## src/rtl/uart_pkg.sv

```systemverilog
`default_nettype none
// ============================================================================
//  Module   : uart_pkg
//  Brief    : Shared UART constants and divisor calculation helper.
//  Revision : 1.0 - initial fractional-N baud generator release
// ============================================================================
package uart_pkg;

    localparam int c_DEF_DIV_INT_W  = 16;
    localparam int c_DEF_DIV_FRAC_W = 4;
    localparam int c_DEF_OVERSAMPLE = 16;
    localparam int c_MIN_DIV_INT    = 2;

    // Rounded os-period in fixed point: clk * 2^frac_w / (baud * os).
    function automatic longint unsigned calc_div(
        input longint unsigned clk_hz,
        input longint unsigned baud,
        input longint unsigned os,
        input int unsigned     frac_w
    );
        longint unsigned den;
        den = baud * os;
        return ((clk_hz << frac_w) + (den >> 1)) / den;
    endfunction

endpackage
`default_nettype wire

```

## src/rtl/uart_frac_tick.sv

```systemverilog
`default_nettype none
// ============================================================================
//  Module   : uart_frac_tick
//  Brief    : Base counter with fractional accumulator producing os_tick.
//  Revision : 1.0 - initial fractional-N baud generator release
// ============================================================================
module uart_frac_tick
    import uart_pkg::*;
#(
    parameter int DIV_INT_W  = c_DEF_DIV_INT_W,
    parameter int DIV_FRAC_W = c_DEF_DIV_FRAC_W
) (
    input  logic                  system_clk,
    input  logic                  reset,
    input  logic                  enable,
    input  logic [DIV_INT_W-1:0]  div_int,
    input  logic [DIV_FRAC_W-1:0] div_frac,
    input  logic                  clear_acc,
    output logic                  os_tick
);

    localparam int c_CNT_W = DIV_INT_W + 1;

    logic [DIV_INT_W-1:0]  w_div_int_eff;
    logic [DIV_FRAC_W:0]   w_acc_sum;
    logic                  w_carry;
    logic [c_CNT_W-1:0]    w_last;
    logic                  w_fire;

    logic [c_CNT_W-1:0]    r_cnt;
    logic [DIV_FRAC_W-1:0] r_acc;
    logic                  r_os_tick;

    // The carry for the period in progress is looked up from the accumulator
    // ahead of time, so a fresh accumulator yields div_int for the first period.
    always_comb begin
        w_div_int_eff = (div_int < DIV_INT_W'(c_MIN_DIV_INT)) ? DIV_INT_W'(c_MIN_DIV_INT)
                                                              : div_int;
        w_acc_sum     = {1'b0, r_acc} + {1'b0, div_frac};
        w_carry       = w_acc_sum[DIV_FRAC_W];
        w_last        = {1'b0, w_div_int_eff} + c_CNT_W'(w_carry) - c_CNT_W'(1);
        w_fire        = (r_cnt >= w_last);
    end

    always_ff @(posedge system_clk) begin
        if (!reset) begin
            r_cnt     <= '0;
            r_acc     <= '0;
            r_os_tick <= 1'b0;
        end else if (!enable) begin
            r_cnt     <= '0;
            r_acc     <= '0;
            r_os_tick <= 1'b0;
        end else begin
            r_os_tick <= w_fire;
            if (w_fire) begin
                r_cnt <= '0;
            end else begin
                r_cnt <= r_cnt + c_CNT_W'(1);
            end
            if (clear_acc) begin
                r_acc <= '0;
            end else if (w_fire) begin
                r_acc <= w_acc_sum[DIV_FRAC_W-1:0];
            end
        end
    end

    assign os_tick = r_os_tick;

endmodule
`default_nettype wire

```

## src/rtl/uart_baud_gen_frac.sv

```systemverilog
`default_nettype none
// ============================================================================
//  Module   : uart_baud_gen_frac
//  Brief    : Fractional-N baud generator: os, TX-bit and RX mid-bit strobes.
//  Revision : 1.0 - initial fractional-N baud generator release
// ============================================================================
module uart_baud_gen_frac
    import uart_pkg::*;
#(
    parameter int SYSTEM_CLOCK = 100000000,
    parameter int DEFAULT_BAUD = 115200,
    parameter int OVERSAMPLE   = c_DEF_OVERSAMPLE,
    parameter int DIV_INT_W    = c_DEF_DIV_INT_W,
    parameter int DIV_FRAC_W   = c_DEF_DIV_FRAC_W
) (
    input  logic                  system_clk,
    input  logic                  reset,
    input  logic                  enable,
    input  logic [DIV_INT_W-1:0]  cfg_div_int,
    input  logic [DIV_FRAC_W-1:0] cfg_div_frac,
    input  logic                  cfg_valid,
    output logic                  cfg_ready,
    input  logic                  rx_resync,
    output logic                  os_tick,
    output logic                  tx_tick,
    output logic                  rx_sample_tick
);

    localparam longint unsigned   c_DEF_DIV  = calc_div(SYSTEM_CLOCK, DEFAULT_BAUD,
                                                        OVERSAMPLE, DIV_FRAC_W);
    localparam logic [DIV_INT_W-1:0]  c_DEF_INT  = DIV_INT_W'(c_DEF_DIV >> DIV_FRAC_W);
    localparam logic [DIV_FRAC_W-1:0] c_DEF_FRAC = DIV_FRAC_W'(c_DEF_DIV);
    localparam int                c_PH_W     = $clog2(OVERSAMPLE);
    localparam logic [c_PH_W-1:0] c_PH_LAST  = c_PH_W'(OVERSAMPLE - 1);
    localparam logic [c_PH_W-1:0] c_PH_MID   = c_PH_W'(OVERSAMPLE / 2 - 1);

    logic [DIV_INT_W-1:0]  r_div_int;
    logic [DIV_FRAC_W-1:0] r_div_frac;
    logic [DIV_INT_W-1:0]  r_pend_int;
    logic [DIV_FRAC_W-1:0] r_pend_frac;
    logic                  r_pending;
    logic [c_PH_W-1:0]     r_tx_phase;
    logic [c_PH_W-1:0]     r_rx_phase;

    logic                  w_os_tick;
    logic                  w_tx_tick;
    logic                  w_accept;
    logic                  w_apply;

    uart_frac_tick #(
        .DIV_INT_W  (DIV_INT_W),
        .DIV_FRAC_W (DIV_FRAC_W)
    ) u_frac_tick (
        .system_clk (system_clk),
        .reset      (reset),
        .enable     (enable),
        .div_int    (r_div_int),
        .div_frac   (r_div_frac),
        .clear_acc  (w_apply),
        .os_tick    (w_os_tick)
    );

    // While running, a new divisor is swapped in only on a bit boundary so the
    // bit in flight keeps its original length.
    always_comb begin
        w_tx_tick = w_os_tick && (r_tx_phase == c_PH_LAST);
        w_accept  = cfg_valid && !r_pending;
        w_apply   = r_pending && (enable ? w_tx_tick : 1'b1);
    end

    always_ff @(posedge system_clk) begin
        if (!reset) begin
            r_div_int   <= c_DEF_INT;
            r_div_frac  <= c_DEF_FRAC;
            r_pend_int  <= '0;
            r_pend_frac <= '0;
            r_pending   <= 1'b0;
        end else if (w_apply) begin
            r_div_int   <= r_pend_int;
            r_div_frac  <= r_pend_frac;
            r_pending   <= 1'b0;
        end else if (w_accept) begin
            r_pend_int  <= cfg_div_int;
            r_pend_frac <= cfg_div_frac;
            r_pending   <= 1'b1;
        end
    end

    always_ff @(posedge system_clk) begin
        if (!reset || !enable) begin
            r_tx_phase <= '0;
        end else if (w_os_tick) begin
            r_tx_phase <= (r_tx_phase == c_PH_LAST) ? '0 : r_tx_phase + c_PH_W'(1);
        end
    end

    // A resync coinciding with an os_tick swallows that tick.
    always_ff @(posedge system_clk) begin
        if (!reset || !enable || rx_resync) begin
            r_rx_phase <= '0;
        end else if (w_os_tick) begin
            r_rx_phase <= (r_rx_phase == c_PH_LAST) ? '0 : r_rx_phase + c_PH_W'(1);
        end
    end

    assign cfg_ready      = !r_pending;
    assign os_tick        = w_os_tick;
    assign tx_tick        = w_tx_tick;
    assign rx_sample_tick = w_os_tick && !rx_resync && (r_rx_phase == c_PH_MID);

endmodule
`default_nettype wire

```

## config.mk

```make
export PLATFORM = sky130hd
export DESIGN_NAME = uart_baud_gen_frac
export DESIGN_NICKNAME = d
export VERILOG_FILES = /design/src/rtl/uart_pkg.sv /design/src/rtl/uart_frac_tick.sv /design/src/rtl/uart_baud_gen_frac.sv
export SDC_FILE = /design/constraint.sdc
export NUM_CORES = 1
export LEC_CHECK = 0
export ABC_AREA = 1
export CAP_MARGIN = 20
export CORE_ASPECT_RATIO = 0.5
export CORE_MARGIN = 2
export CORE_UTILIZATION = 40
export DETAILED_ROUTE_END_ITERATION = 16
export PLACE_DENSITY = 0.66
export SYNTH_ARGS = -nofsm -noshare
export SYNTH_HDL_FRONTEND = slang
export SYNTH_SLANG_ARGS = --single-unit
```

## constraint.sdc

```tcl
create_clock -name system_clk -period 3.25 [get_ports system_clk]
set_input_delay 0.65 -clock system_clk [delete_from_list [all_inputs] [get_ports system_clk]]
set_output_delay 0.65 -clock system_clk [all_outputs]
set_load 0.05 [all_outputs]
```

; Word level (Yosys, flattened, before mapping)
; Index checks and enable logic that the tools add are counted.
[word_totals]
reg_bits = 71
word_cells = 44
[classes]
addsub = 6
magnitude_cmp = 2
eq_ne = 3
mux = 4
bitwise = 3
reduce_logical = 16
[op_table]
columns = op, count
row1 = $add A16 B1 Y17, 1
row2 = $add A17 B1 Y17 const B, 1
row3 = $ge A17 B17 Y1, 1
row4 = $sub A17 B1 Y17 const B, 1
row5 = $lt A16 B2 Y1 const B, 1
row6 = $mux W16, 1
row7 = $add A4 B1 Y4 const B, 2
row8 = $eq A4 B4 Y1 const B, 2
row9 = $mux W4, 2
row10 = $reduce_or A3 Y1, 2
row11 = $add A4 B4 Y5, 1
row12 = $logic_and A1 B1 Y1, 5
row13 = $eq A4 B3 Y1 const B, 1
row14 = $logic_not A1 Y1, 4
row15 = $reduce_and A2 Y1, 2
row16 = $not A1 Y1, 3
row17 = $logic_or A1 B1 Y1, 2
row18 = $reduce_or A2 Y1, 1
row19 = $mux W1, 1

; Longest topological paths before layout
[logic_depth]
word_depth = 6
mapped_depth = 20
depth_no_buf = 20

; By module
; A second synthesis with hierarchy kept.
[unflattened]
hier_cells = 524
area_unflattened_um2 = 3858.7
[by_module_without_submodules]
columns = module, n_inst, cells_per_inst, area_each_um2
row1 = uart_baud_gen_frac, 1, 249, 1938.1
row2 = uart_frac_tick, 1, 275, 1920.6

; Worst setup path before layout
; No wires, ideal clock.
[synth_path]
kind = reg-to-reg
startpoint = register r_div_frac[0]
endpoint = register u_frac_tick.r_cnt[6]
arrival_time_ps = 3138
required_ps = 3188
path_slack_ps = 50
path_stages_with_launch = 19
cell_sequence = dfxtp_1 -> ha_1 -> inv_1 -> fa_1 -> o21ai_0 -> a21oi_1 -> ha_1 -> ha_1 -> nand3_1 -> nor2_1 -> nand2_1 -> xor2_1 -> ha_1 -> a21oi_2 -> nand3_2 -> a21oi_4 -> nand4_4 -> buf_6 -> nor2_2
[synth_between]
elab_chain_cells = 5
[synth_lines]
columns = item, line
row1 = from (decl), uart_baud_gen_frac.sv:38  ; logic [DIV_FRAC_W-1:0] r_div_frac;
row2 = from (signal assigned), uart_baud_gen_frac.sv:74  ; r_div_frac <= c_DEF_FRAC;
row3 = from (signal assigned), uart_baud_gen_frac.sv:80  ; r_div_frac <= r_pend_frac;
row4 = $add A4 B4 Y5, uart_frac_tick.sv:39  ; w_acc_sum = {1'b0, r_acc} + {1'b0, div_frac};
row5 = $add A16 B1 Y17, uart_frac_tick.sv:41  ; w_last = {1'b0, w_div_int_eff} + c_CNT_W'(w_carry) - c_CNT_W'(1);
row6 = $sub A17 B1 Y17, uart_frac_tick.sv:41
row7 = $ge A17 B17 Y1, uart_frac_tick.sv:42  ; w_fire = (r_cnt >= w_last);
row8 = $reduce_or A3 Y1 (no line), n/a
row9 = to (signal assigned), uart_frac_tick.sv:59  ; r_cnt <= r_cnt + c_CNT_W'(1);
row10 = to (decl), uart_frac_tick.sv:30  ; logic [c_CNT_W-1:0] r_cnt;
; Every way passes these cells.
; A chain may end at the register's enable or synchronous reset.

; Worst setup path after layout
[layout_path]
startpoint = register u_frac_tick.r_acc[0]
endpoint = register u_frac_tick.r_cnt[14]
[layout_between]
elab_chain_cells = 5
[layout_lines]
columns = item, line
row1 = from (decl), uart_frac_tick.sv:31  ; logic [DIV_FRAC_W-1:0] r_acc;
row2 = from (signal assigned), uart_frac_tick.sv:64  ; r_acc <= w_acc_sum[DIV_FRAC_W-1:0];
row3 = $add A4 B4 Y5, uart_frac_tick.sv:39
row4 = $add A16 B1 Y17, uart_frac_tick.sv:41
row5 = $sub A17 B1 Y17, uart_frac_tick.sv:41
row6 = $ge A17 B17 Y1, uart_frac_tick.sv:42
row7 = $reduce_or A3 Y1 (no line), n/a
; Every way passes these cells.

==> summary.txt <==
Worst setup path
  – Critical Path End Type: register
  – CP required: 3530 ps
  – Slowest-stage cell, CP: dfxtp_2
  – CP peak stage delay: 340 ps
  – Crit path DAT: 3420 ps
  – Worst-path maximum fanout: 8
  – Worst Setup Path Type: register to register
  – Cells along the critical path: ha_4 -> inv_2 -> fa_2 -> o21ai_2 -> a21oi_2 -> ha_2 -> nor3b_4 -> buf_4 -> nand3_2 -> o21ai_1 -> ha_1 -> nand2_2 -> nor2_1 -> a21oi_4 -> nand4_4 -> clkbuf_16 -> nor2_2
  – Nature of the critical path startpoint: register

Finish
  – Layout Nets: 610
  – Synth-to-Final Area Change: 32.8%
  – ANT cells: 0
  – Filler cells: 835
  – Layout cells sized above 1: 0.181
  – Layout Cells excl Fill: 680

Clocking
  – Worst-Skew Late Latency: 340 ps
  – H-tree Lvls: 3
  – Clk slew on worst S/H paths: 60 ps
  – CTS Root Cell: clkbuf_16
  – Clock sinks: 71
  – Longest Clk Path Bufs: 2
  – CTS tree: built
  – Num CTS Buffers: 9

Routing
  – Vias: 3288
  – DR vias/cell: 4.84
  – Detail Route Antenna Nets: 0
  – DRT iter0 DRCs: 204
  – WL final: 8.49 mm
  – WL per Instance: 12.5 um
  – DRC viols: 0
  – DRT Pass-1 Iters: 5

GRT
  – Vias in the first global route: 3166
  – Global route overflow: 0
  – Met2 GRT Util: 0.278
  – First-pass GRT wire length: 14.3 mm
  – GR Layer Usage met1: 0.239
  – Antenna violations before repair: 0
  – Met3 Use GR: 0.0475
  – GRT Util Overall: 0.178
  – Busiest grt layer: met2
  – Pin count of the biggest net entering global routing: 42

Synth
  – Count of cell types in the netlist: 30
  – Register bit total from synthesis: 71
  – Syn_area_per_cell: 7.36 sq um
  – Synth top area share: 0.386
  – Net count after synthesis: 552
  – Largest area contributor in the netlist: dfxtp_1
  – Post-synthesis sequential area ratio: 0.386
  – Syn Std Cell Area: 3680 sq um
  – Post-Syn Instances: 500
  – Synth top area cells: dfxtp_1, nor2_1, ha_1
  – Ys Warns: 0

Timing
  – Final Skew: 8.23 ps
  – Fin. Hold Viols: 0
  – Final setup violation count: 0
  – Worst Tran Pin Value: 630 ps
  – Tmin final: 3150 ps
  – Max-slew violation count: 0
  – Slew margin rel.: 0.580
  – F_max: 318 MHz
  – Hold slack: 454 ps
  – Ratio of final minimum period to clock period: 0.968

Pwr
  – Pwr Density: 480 nW/um^2
  – P_leak: 2.08 nW
  – Total power: 2.34 mW
  – VDD IR max: 0.000246 V

Flow run
  – Max_cap viols: 0

Die
  – Core Rows: 24
  – Io pins: 29
  – Starting Density: 0.417
  – Die width: 140 um
  – Core ar.: 8830 sq um
  – Die Footprint: 10000 sq um
  – Die Y-Extent: 71.8 um

Hold path
  – Worst Hold Class: register to register

Place
  – Post-placement cell count: 654
  – Gp weighted congestion: 0.894
  – DP HPWL: 5.90 mm
  – PortBufs: 28

Run status
  – Status: complete, no violations
==> state kept, by name, indices dropped and copies added (netlist names), 4 cells and up <==
signal	cells
r_div_frac	4
r_div_int	16
r_pend_frac	4
r_pend_int	16
r_rx_phase	4
r_tx_phase	4
u_frac_tick.r_acc	4
u_frac_tick.r_cnt	17
==> metal layers <==
metal	routed length, um	share of wire	vias to the layer above
met5	0	0	-
met1	4270	0.50	1485
met3	363	0.043	17
li1	-	-	1723
met4	144	0.017	0
met2	3720	0.44	63
==> critical path, delay by kind of cell, from the launching register on <==
family / cells / cell delay [ps]
adder cells (fa/ha/maj): 4 / 870
AND/OR/NAND/NOR: 6 / 820
AO/OA/AOI/OAI: 4 / 600
buffers and inverters: 3 / 450
flip-flops: 1 / 340
==> layout by cell type (no fill, tap or decap), types with 3 or more instances in the layout <==
cell,instances
nor2_1,95
dfxtp_1,68
nand2_1,65
inv_1,52
o21ai_0,37
clkdlybuf4s50_1,28
buf_4,28
nand3_1,24
a21oi_1,24
ha_1,21
xor2_1,17
nor2_2,12
clkbuf_16,11
nor3_1,9
nand4_1,8
xnor2_1,8
nand2_2,5
nand3_2,4
ha_4,4
nor3_2,3
a21oi_2,3
bufinv_16,3
dfxtp_2,3
==> synth_stat cells <==
cell type	instances
a21o_1	1
a21oi_1	26
a21oi_2	1
a21oi_4	1
buf_1	1
buf_2	4
buf_6	2
clkbuf_1	8
clkinv_2	1
dfxtp_1	71
fa_1	1
ha_1	26
inv_1	53
inv_2	1
nand2_1	70
nand2_2	1
nand3_1	28
nand3_2	1
nand3b_1	1
nand4_1	8
nand4_4	1
nor2_1	99
nor2_2	10
nor3_1	12
nor3_2	1
nor3b_1	2
o21ai_0	40
or2_2	1
xnor2_1	9
xor2_1	19
==> cell type report <==
cell class | count | area, sq um | share of cell area
sequential | 71 | 1430 | 0.292
tap | 117 | 146 | 0.0299
multi-input combinational | 359 | 2170 | 0.443
clock buffer | 10 | 229 | 0.0468
clock inverter | 6 | 116 | 0.0238
inverter | 55 | 208 | 0.0425
timing repair buffer | 62 | 597 | 0.122
==> where the power goes <==
part	switching [mW]	internal (mW)
logic	0.149	0.121
clock network	0.382	0.755
registers	0.0252	0.913
==> metrics by stage <==
step	TNS (ps)	setup WS (ps)	area (sq um)	utilization
6_report	0	103	4890	0.554
5_1_grt	-1390	-95.7	4890	0.554
4_1_cts	0	2.57	4610	0.522
3_5_place_dp	-3760	-215	4230	0.479
3_3_place_gp	-2900	-166	4230	0.479
2_1_floorplan	0	49.9	3680	-
==> final timing paths <==
check / startpoint / endpoint / slack, ps / cells past startpoint
worst max register to register: u_frac_tick.r_acc[0]$_SDFFE_PP0P_ / u_frac_tick.r_cnt[14]$_SDFF_PP0_ / 100 / 17
worst max-delay path: u_frac_tick.r_acc[0]$_SDFFE_PP0P_ / u_frac_tick.r_cnt[14]$_SDFF_PP0_ / 100 / 17
worst min-delay path: r_pend_frac[2]$_SDFFE_PN0P_ / r_div_frac[2]$_SDFFE_PN1P_ / 450 / 2
worst min register to register: r_pend_frac[2]$_SDFFE_PN0P_ / r_div_frac[2]$_SDFFE_PN1P_ / 450 / 2
==> kinds of logic after synthesis <==
group,Yosys count,synth area share
flip-flops,71,0.386
AND/OR/NAND/NOR,235,0.278
buffers and inverters,70,0.0771
AO/OA/AOI/OAI,69,0.0985
adder cells (fa/ha/maj),27,0.0938
XOR/XNOR,28,0.0666
==> repair_timing <==
action / 4_1_cts / 5_1_grt
gates cloned: 1 / 2
resized for setup: 5 / 41
endpoints found under the setup margin: 22 / 22
setup buffers: 1 / 6
hold buffers: 0 / 0
pin swaps: 4 / 30
No activity file was read; power rests on OpenSTA's default activity.
==> RTL change (config.mk and constraints unchanged) <==
The package constant `c_DEF_OVERSAMPLE` goes from 16 to 8.
--- a/src/rtl/uart_pkg.sv
+++ b/src/rtl/uart_pkg.sv
@@ -9,5 +9,5 @@
     localparam int c_DEF_DIV_INT_W  = 16;
     localparam int c_DEF_DIV_FRAC_W = 4;
-    localparam int c_DEF_OVERSAMPLE = 16;
+    localparam int c_DEF_OVERSAMPLE = 8;
     localparam int c_MIN_DIV_INT    = 2;
 
Formal check against the unedited RTL: same outputs for any inputs over 10 cycles, from zero or initial values and one cycle with reset low; that may be too few to reach the edited logic, so the function may still have changed.
==> RTL change against the original RTL <==
  * Synthesized cell count is 1.2% lower
  * Synthesized area is 0.68% lower
  * Cell area is 0.51% lower
  * Total power is 2.9% lower
  * Wire length is 1.1% lower
  * Setup slack worse by 0.15 ns
  * Sequential cell count is 2 lower
  * The flow now finishes with violations (setup timing)
  * Maximum frequency is 4.5% lower
  * Die area is 0.65% lower
==> RTL change: results (changes against the original RTL) <==
The largest fanout of any net on the critical path was 4 (was 8). The tools report the arrival time at the worst endpoint as 3.53 ns (was 3.42 ns). The total of endpoints with negative setup slack in the final report is 18 (was 0). Cell family with the largest share of critical-path delay: simple AND/OR/NAND/NOR gates (was adder cells). The compound-gate portion of the synthesized area came out at 10.5% (was 9.85%).

The estimated wirelength of the detail-placed design was 5900 um (about the same); the relative contribution of the clock network to total power was 47.5% (was 48.5%). The fraction of synthesized cell area in xor and xnor cells was 5.75% (was 6.66%); the post-route met1 wirelength was 4350 um (was 4270 um). Post-synth net total: 549 (was 552). The switching power share of the total is 24.7% (was 23.7%). The worst setup margin is -0.0461 ns (was 0.103 ns). The destination of the worst register-to-register timing path was u_frac_tick.r_cnt[16] (was u_frac_tick.r_cnt[14]). The wire length of the first global-routing pass came out at 14,100 um (was 14,300 um). The net load switching power came out at 0.561 mW (was 0.556 mW). Routing usage on met2: 26.1% (was 27.8%).

The sequential share of the synthesized area is 37.8% (was 38.6%). The number of cell instances on the worst register-to-register path was 24 (was 17); the filler cell count was 812 (was 835). The final clock skew is 0.00627 ns (was 0.00823 ns), and the global-route track usage on met3 is 5.08% (was 4.75%). The detail-routed net length per standard cell came out at 12.3 um (was 12.5 um).

Most instantiated cells after synthesis: sky130_fd_sc_hd__nor2_1, sky130_fd_sc_hd__nand2_1, sky130_fd_sc_hd__dfxtp_1, sky130_fd_sc_hd__inv_1, sky130_fd_sc_hd__o21ai_0 (was sky130_fd_sc_hd__nor2_1, sky130_fd_sc_hd__dfxtp_1, sky130_fd_sc_hd__nand2_1, sky130_fd_sc_hd__inv_1, sky130_fd_sc_hd__o21ai_0). For the instance area after placement, the log shows 4280 sq um (was 4230 sq um). The logs give 427 um (was 363 um) for the met3 wire length and 37 (was 30) for the count of different cell masters after synthesis. The run gives -0.629 ns (was 0 ns) as the post-route setup TNS. Wire length on met2: 3510 um (was 3720 um). The checks that failed: setup timing. The start of the worst register-to-register path is r_div_frac[0] (was u_frac_tick.r_acc[0]). The leakage component of the power is 2.14 nW (was 2.08 nW), and the number of nets in the finished design is 615 (was 610).

The tools report the worst voltage drop across the vdd grid as 0.285 mV (was 0.246 mV). The run gives 57.7% (was 58.0%) as the headroom to the max-slew limit. The flow ran to the end, but the final reports show violations. The post-route standard cell area excluding fillers is 4860 sq um (was 4890 sq um), and the detailed router's first-iteration violation count is 134 (was 204). The tools report the endpoint of the worst hold-timing path as r_div_int[3] (was r_div_frac[2]).

The worst hold margin was 0.461 ns (was 0.454 ns). Worst min-delay path startpoint: r_pend_int[3] (was r_pend_frac[2]). The number of detailed-routing iterations run before antenna repair was 4 (was 5). The power in combinational cells is 0.284 mW (was 0.270 mW).
RTL change: worst min-delay path: cells and delay by family, from the launching register on:
family / cells / cell delay (ns)
flops: 1 / 0.32
simple gates: 2 / 0.11
RTL change: metrics by stage:
step | utilization, % | setup WS [ns] | cells
2_1_floorplan | - | 0.00198 | 494
3_3_place_gp | 48.6 | -0.0451 | 659
3_5_place_dp | 48.6 | -0.167 | 659
4_1_cts | 53.9 | -0.107 | 681
5_1_grt | 55.3 | -0.247 | 682
6_report | 55.3 | -0.0461 | 682
RTL change: area by class of cell:
type                       count  area, sq um  share of cell area [%]
clock buffer                  10          239                    4.91
clock inverter                 6         95.1                    1.96
inverter                      46          173                    3.55
multi-input combinational    367         2200                    45.2
sequential                    69         1380                    28.5
tap                          117          146                    3.01
timing repair buffer          67          627                    12.9
RTL change: what timing repair did:
item,CTS,global route
gates resized for setup,19,29
endpoints found under the setup margin,22,22
cloned,1,1
hold endpoints to repair,0,0
setup buffers,5,0
pin swaps,16,22
